File: src/rtl/ahbl_sram64_ctrl.sv
// AHB-Lite slave bridging the 64-bit bus to a single-port synchronous 64-bit SRAM.
// Zero wait states: a write that collides with a read is parked in a one-entry buffer.
module ahbl_sram64_ctrl #(
  parameter int RAM_AW = 10
) (
  input  logic              HCLK,
  input  logic              HRESETn,
  input  logic              HSEL,
  input  logic [31:0]       HADDR,
  input  logic [1:0]        HTRANS,
  input  logic              HWRITE,
  input  logic [2:0]        HSIZE,
  input  logic              HREADY,
  input  logic [63:0]       HWDATA,
  output logic              HREADYOUT,
  output logic              HRESP,
  output logic [63:0]       HRDATA,
  input  logic [63:0]       SRAMRDATA,
  output logic [7:0]        SRAMWEN,
  output logic [63:0]       SRAMWDATA,
  output logic              SRAMCS0,
  output logic [RAM_AW-1:0] SRAMADDR
);

  function automatic logic [7:0] lane_mask(input logic [2:0] size, input logic [2:0] addr);
    logic [7:0] m;
    m = 8'h00;
    case (size)
      3'd0:    m = 8'h01 << addr;
      3'd1:    m = 8'h03 << {addr[2:1], 1'b0};
      3'd2:    m = 8'h0F << {addr[2], 2'b00};
      default: m = 8'hFF;
    endcase
    return m;
  endfunction

  logic              accept_s;
  logic              rd_acc_s;
  logic              wr_acc_s;
  logic [RAM_AW-1:0] haddr_word_s;
  logic              buf_drain_s;
  logic              buf_hit_s;
  logic              unused_s;

  logic              dp_rd_r;
  logic              dp_wr_r;
  logic [RAM_AW-1:0] dp_addr_r;
  logic [7:0]        dp_mask_r;
  logic              buf_valid_r;
  logic [RAM_AW-1:0] buf_addr_r;
  logic [7:0]        buf_mask_r;
  logic [63:0]       buf_data_r;

  assign accept_s     = HSEL & HREADY & HTRANS[1];
  assign rd_acc_s     = accept_s & ~HWRITE;
  assign wr_acc_s     = accept_s & HWRITE;
  assign haddr_word_s = HADDR[RAM_AW+2:3];
  assign buf_hit_s    = buf_valid_r && (buf_addr_r == dp_addr_r);
  assign unused_s     = ^{HADDR[31:RAM_AW+3], HTRANS[0]};

  assign HREADYOUT = 1'b1;
  assign HRESP     = 1'b0;

  // SRAM port arbitration: a new read beats the buffered write, which beats a direct write
  always_comb begin
    SRAMCS0     = 1'b0;
    SRAMWEN     = 8'h00;
    SRAMADDR    = {RAM_AW{1'b0}};
    SRAMWDATA   = 64'h0;
    buf_drain_s = 1'b0;
    if (rd_acc_s) begin
      SRAMCS0  = 1'b1;
      SRAMADDR = haddr_word_s;
    end else if (buf_valid_r) begin
      SRAMCS0     = 1'b1;
      SRAMWEN     = buf_mask_r;
      SRAMADDR    = buf_addr_r;
      SRAMWDATA   = buf_data_r;
      buf_drain_s = 1'b1;
    end else if (dp_wr_r) begin
      SRAMCS0   = 1'b1;
      SRAMWEN   = dp_mask_r;
      SRAMADDR  = dp_addr_r;
      SRAMWDATA = HWDATA;
    end else begin
      SRAMCS0 = 1'b0;
    end
  end

  // Read data phase: SRAM data with any pending buffered lanes of the same word forwarded
  always_comb begin
    HRDATA = 64'h0;
    if (dp_rd_r) begin
      for (int i = 0; i < 8; i++) begin
        HRDATA[8*i +: 8] = (buf_hit_s && buf_mask_r[i]) ? buf_data_r[8*i +: 8]
                                                         : SRAMRDATA[8*i +: 8];
      end
    end else begin
      HRDATA = 64'h0;
    end
  end

  // Address-phase capture for the following data phase
  always_ff @(posedge HCLK or negedge HRESETn) begin
    if (!HRESETn) begin
      dp_rd_r   <= 1'b0;
      dp_wr_r   <= 1'b0;
      dp_addr_r <= {RAM_AW{1'b0}};
      dp_mask_r <= 8'h00;
    end else begin
      dp_rd_r <= rd_acc_s;
      dp_wr_r <= wr_acc_s;
      if (accept_s) begin
        dp_addr_r <= haddr_word_s;
        dp_mask_r <= lane_mask(HSIZE, HADDR[2:0]);
      end
    end
  end

  // Write buffer: filled when a write data phase loses the port to a read, drained when the port frees
  always_ff @(posedge HCLK or negedge HRESETn) begin
    if (!HRESETn) begin
      buf_valid_r <= 1'b0;
      buf_addr_r  <= {RAM_AW{1'b0}};
      buf_mask_r  <= 8'h00;
      buf_data_r  <= 64'h0;
    end else if (dp_wr_r && rd_acc_s) begin
      buf_valid_r <= 1'b1;
      buf_addr_r  <= dp_addr_r;
      buf_mask_r  <= dp_mask_r;
      buf_data_r  <= HWDATA;
    end else if (buf_drain_s) begin
      buf_valid_r <= 1'b0;
    end
  end

endmodule

File: config.mk
export PLATFORM = sky130hd
export DESIGN_NAME = ahbl_sram64_ctrl
export DESIGN_NICKNAME = d
export VERILOG_FILES = /design/src/rtl/ahbl_sram64_ctrl.sv
export SDC_FILE = /design/constraint.sdc
export NUM_CORES = 1
export LEC_CHECK = 0
export ABC_AREA = 1
export BUFFER_PORTS_ARGS = -buffer_cell sky130_fd_sc_hd__buf_2
export CAP_MARGIN = 20
export CORE_MARGIN = 2
export CORE_UTILIZATION = 25
export DETAILED_ROUTE_END_ITERATION = 8
export SYNTH_ARGS = -nofsm -noshare
export SYNTH_HDL_FRONTEND = slang
export SYNTH_SLANG_ARGS = --single-unit
File: constraint.sdc
create_clock -name HCLK -period 1.7 [get_ports HCLK]
set_input_delay 0.255 -clock HCLK [delete_from_list [all_inputs] [get_ports HCLK]]
set_output_delay 0.255 -clock HCLK [all_outputs]
set_load 0.03 [all_outputs]
Yosys cells after proc, flatten, opt, wreduce, memory -nomap -nowiden
Cells that the tools add are included.
{"block": "op_classes", "n_reduce_logical": 12, "mux": 26, "bitwise_logic": 5, "shift": 3, "n_eq_ne": 3}
{"op": "64-bit 2-to-1 mux", "n": 4}
{"op": "8-bit 2-to-1 mux", "n": 11}
{"op": "10-bit 2-to-1 mux", "n": 3}
{"op": "8-bit case mux with 3 select lines", "n": 1}
{"op": "10-bit equality test", "n": 1}
{"op": "1-bit logical AND", "n": 10}
{"op": "1-bit by 3-bit left shift with 8-bit output, first input constant", "n": 1}
{"op": "2-bit by 3-bit left shift with 8-bit output, first input constant", "n": 1}
{"op": "4-bit by 3-bit left shift with 8-bit output, first input constant", "n": 1}
{"op": "1-bit 2-to-1 mux", "n": 7}
{"op": "1-bit bitwise AND", "n": 4}
{"op": "3-bit by 1-bit equality test with 1-bit output, second input constant", "n": 1}
{"op": "3-bit by 2-bit equality test with 1-bit output, second input constant", "n": 1}
{"op": "3-bit zero test", "n": 1}
{"op": "2-bit nonzero test", "n": 1}
{"op": "1-bit NOT", "n": 1}
{"block": "word_totals", "reg_bits": 103, "output_inout_bits": 149, "word_cells": 57}

Depth between registers and ports, before layout
{"block": "logic_depth", "ltp_word": 6, "mapped_depth": 11}

Worst setup path before layout
OpenSTA, ideal clock, no wires.
{"block": "synth_timing", "path_kind": "reg-to-output", "startpoint": "reg buf_valid_r", "endpoint": "out SRAMADDR[7]", "slack_ps": -283, "path_buffers": 1, "required_time_ps": 1445, "stages_incl_launch_ff": 7, "t_arrival_ps": 1728, "cell_sequence": "dfrtp_1 -> inv_2 -> nand2_1 -> clkbuf_1 -> nor2_1 -> a21oi_1 -> o21ai_0"}
{"block": "synth_via", "elab_chain_len": 2}
{"element": "start: declaration", "line": "49", "rtl": "logic buf_valid_r;"}
{"element": "start signal: assignment", "line": "123", "rtl": "buf_valid_r <= 1'b0;"}
{"element": "start signal: assignment", "line": "128", "rtl": "buf_valid_r <= 1'b1;"}
{"element": "start signal: assignment", "line": "133", "rtl": "buf_valid_r <= 1'b0;"}
{"element": "10-bit 2-to-1 mux", "line": "74", "rtl": "end else if (buf_valid_r) begin"}
{"element": "10-bit 2-to-1 mux", "line": "71", "rtl": "if (rd_acc_s) begin"}
{"element": "end: declaration", "line": "22", "rtl": "output logic [RAM_AW-1:0] SRAMADDR"}
Every way passes these cells.

Worst setup path in the final report
{"block": "layout_timing", "startpoint": "reg dp_addr_r[2]", "endpoint": "out HRDATA[13]"}
{"block": "layout_via", "elab_chain_len": 5}
{"element": "start: declaration", "line": "47", "rtl": "logic [RAM_AW-1:0] dp_addr_r;"}
{"element": "start signal: assignment", "line": "108", "rtl": "dp_addr_r <= {RAM_AW{1'b0}};"}
{"element": "start signal: assignment", "line": "114", "rtl": "dp_addr_r <= haddr_word_s;"}
{"element": "10-bit equality test", "line": "58", "rtl": "assign buf_hit_s = buf_valid_r && (buf_addr_r == dp_addr_r);"}
{"element": "1-bit logical AND", "line": "58"}
{"element": "1-bit logical AND", "line": "95", "rtl": "HRDATA[8*i +: 8] = (buf_hit_s && buf_mask_r[i]) ? buf_data_r[8*i +: 8]"}
{"element": "8-bit 2-to-1 mux", "line": "95"}
{"element": "64-bit 2-to-1 mux", "line": "93", "rtl": "if (dp_rd_r) begin"}
{"element": "end: declaration", "line": "17", "rtl": "output logic [63:0] HRDATA,"}
Every way passes these cells.

==> results.yml <==
floorplan:
  die_x_um: 178
  pin_count: 319
  die_h_um: 178
  dieArea_um2: 31600
  initial_core_util: 0.254
  core_um2: 29700
  rows: 63
status:
  violations: "negative setup slack"
  status: "finished with violations"
timing:
  hold_violations: 0
  fin_ws_ns: -0.635
  skew_ns: 0.00899
  post-route-period-util: 1.37
  holdWs_ns: 0.130
  worstMarginPinSlew_ns: 0.647
  finalSetupViolCount: 147
  slew_violations: 0
  slew_headroom: 0.569
  finalCriticalPeriod_ns: 2.34
  rsz0062_at_grt: "yes"
  max_freq_ghz: 0.428
synth:
  synth_edf_count: 0
  synth_top_area_frac: 0.341
  syn_area_per_cell_um2: 5.95
  synth_ff_type: "dfrtp_1"
  yosys.area_share.simple: 0.285
  async_flop_share: 1.00
  synth-xor-area-share: 0
  netlist_area_um2: 7550
  muxShareOfSynthArea: 0
  synth_cell_types: 21
  synthesis.instances: 1270
  synthAdderAreaFrac: 0
  syn-num-nets: 1440
  post-synth-top-count-cell: "inv_1"
  yosys_warnings: 0
  ys_ff_latch: 103
  synth_top_cell_by_area: "dfrtp_1"
  synth-compound-area-share: 0.144
  synth.area.top_cells: "dfrtp_1, inv_1, nand2_1, o21ai_0, o22ai_1"
  synth_top_family_by_area: "simple AND/OR/NAND/NOR gates"
  synth_common_cells: "inv_1, nand2_1, o21ai_0"
  ys_seq_area_frac: 0.341
global_routing:
  grt_pass1_vias: 9093
  use_met1: 0.260
  top_usage_layer: "met2"
  groute.layer.met3.usage: 0.0274
  track_usage: 0.199
  grt_start_max_net_pins: 104
  grt_remaining_overflow: 0
  grt_pass1_wl_mm: 49.1
  antenna_found_initial: 2
  met2_usage: 0.341
worst_hold_path:
  hp-class: "in2reg"
power:
  vdd_drop_max_v: 0.000436
  total_power_mw: 7.40
  p_per_area_nw_per_um2: 539
  leakage_nw: 6.90
clock_network:
  cts_tree: "yes"
  cts_root_buffer: "clkbuf_16"
  cts-buffers-inserted: 9
  clkLatencyLatePin_ns: 0.36
  clk_pin_slew_worst_paths_ns: 0.08
  ctsHtreeMaxLevel: 3
  cts.path.max_buffers: 2
  cts_sinks: 103
route:
  vias: 9236
  vias_per_cell: 4.60
  dr.pass1.iters: 5
  drtIter0Drc: 450
  finalWirelength_mm: 32.4
  ant_nets: 0
  wl_per_cell_um: 16.1
  drcViolationCount: 0
cells_and_area:
  multi_input_area_um2: 4930
  final_cell_area_um2: 13700
  nets: 1780
  layout.cells.non_filler: 2006
  syn2layout_area_growth_pct: 81.8
  fillerInstances: 2932
  final_util: 0.462
  register_area_um2: 2580
  layout-drive-gt1-share: 0.486
placed_design:
  hpwlAfterDp_mm: 19.8
  numPlacedInstances: 1943
  port_buffers: 296
  gp_congestion: 0.839
  dpl_cell_area_um2: 10300
job:
  cap_violations: 0
worst_setup_path:
  critPathCaptureType: "output port"
  crit_required_ns: 1.44
  crit_arrival_ns: 2.08
  cp_max_fo: 8
  startpoint_type: "flop"
  path_class: "reg2out"
[state kept, by name (all words and copies together) (netlist names)]
| signal | flops |
|---|---|
| dp_wr_r | 1 |
| buf_mask_r | 8 |
| dp_rd_r | 1 |
| dp_addr_r | 10 |
| buf_addr_r | 10 |
| buf_valid_r | 1 |
| dp_mask_r | 8 |
| buf_data_r | 64 |
[cell type report]
cell class,count,share of cell area
antenna,1,0.000182
sequential,103,0.188
clock inverter,7,0.00747
timing repair buffer,405,0.292
clock buffer,9,0.0164
multi-input combinational,721,0.359
tap,390,0.0355
inverter,370,0.101
[metrics by stage]
step                      TNS (ns)  setup WS (ns)
after floorplan             -0.886        -0.0747
after global placement      -37.56         -0.368
after detailed placement    -38.60         -0.397
after CTS                   -71.25         -0.635
after global routing        -94.03         -0.812
final                       -76.23         -0.635
[layer usage]
| layer | up-vias | wire [um] | part of all wire |
|---|---|---|---|
| met1 | 4322 | 13900 | 0.43 |
| met2 | 324 | 15800 | 0.49 |
| met5 | - | 12 | 0.00037 |
| met3 | 64 | 1720 | 0.053 |
| li1 | 4524 | - | - |
| met4 | 2 | 960 | 0.030 |
[where the power goes]
group          leakage [nW]  internal [mW]  total [mW]  switching, mW
Clock                 0.162           1.32        2.36           1.04
Sequential             1.36           2.68        2.83          0.149
Combinational          5.38          0.878        2.21           1.33
Total                  6.90           4.88        7.40           2.52
[worst max-delay path, stage by stage, from the launching register on]
cell and delay, ns:
dfrtp_1 0.36, inv_1 0.15, or2_4 0.15, nand3_2 0.07, nor2_4 0.18, buf_6 0.20, nand3_4 0.10, buf_12 0.17
nand2_4 0.05, inv_2 0.04, nor2_4 0.10, buf_6 0.14
[kinds of logic after synthesis]
kind of cell / after synthesis
compound gates: 200
buf+inv: 448
flops: 103
other cells: 2
simple gates: 517
[placed cells by master (no fill, tap or decap), types with 5 or more instances in the layout]
cell	count
nand2_2	82
nand2_1	247
a21oi_2	7
buf_4	50
buf_2	148
a21oi_1	13
o22ai_2	47
nand4_1	64
nor2_4	72
o21ai_0	94
o21ai_2	12
nand3_4	8
buf_12	27
o22ai_4	21
clkbuf_16	12
inv_1	280
buf_16	15
nor3_1	8
dfrtp_1	101
o21ai_1	5
buf_6	151
inv_2	89
nand3_1	7
nand2_4	14
buf_8	10
[what timing repair did]
action / CTS / global route
gates cloned: 22 / 3
hold buffers: 1 / 0
hold endpoints to repair: 1 / 0
setup endpoints to repair: 147 / 147
buffers inserted: 24 / 7
pin swaps: 75 / 71
resized for setup: 527 / 196
[path summary, 6_finish.rpt]
path / cells after the start / start / slack [ns] / end
min in group asynchronous: 3 / HRESETn / 0.47 / buf_addr_r[7]
setup / recovery: 11 / dp_addr_r[2] / -0.64 / HRDATA[13]
setup reg to reg: 4 / dp_wr_r / 0.26 / buf_data_r[26]
hold / removal: 3 / HADDR[11] / 0.13 / dp_addr_r[8]
hold reg to reg: 2 / buf_data_r[59] / 0.48 / buf_data_r[59]
max in group asynchronous: 3 / HRESETn / 0.68 / buf_data_r[43]
No activity file was read; power rests on OpenSTA's default activity.
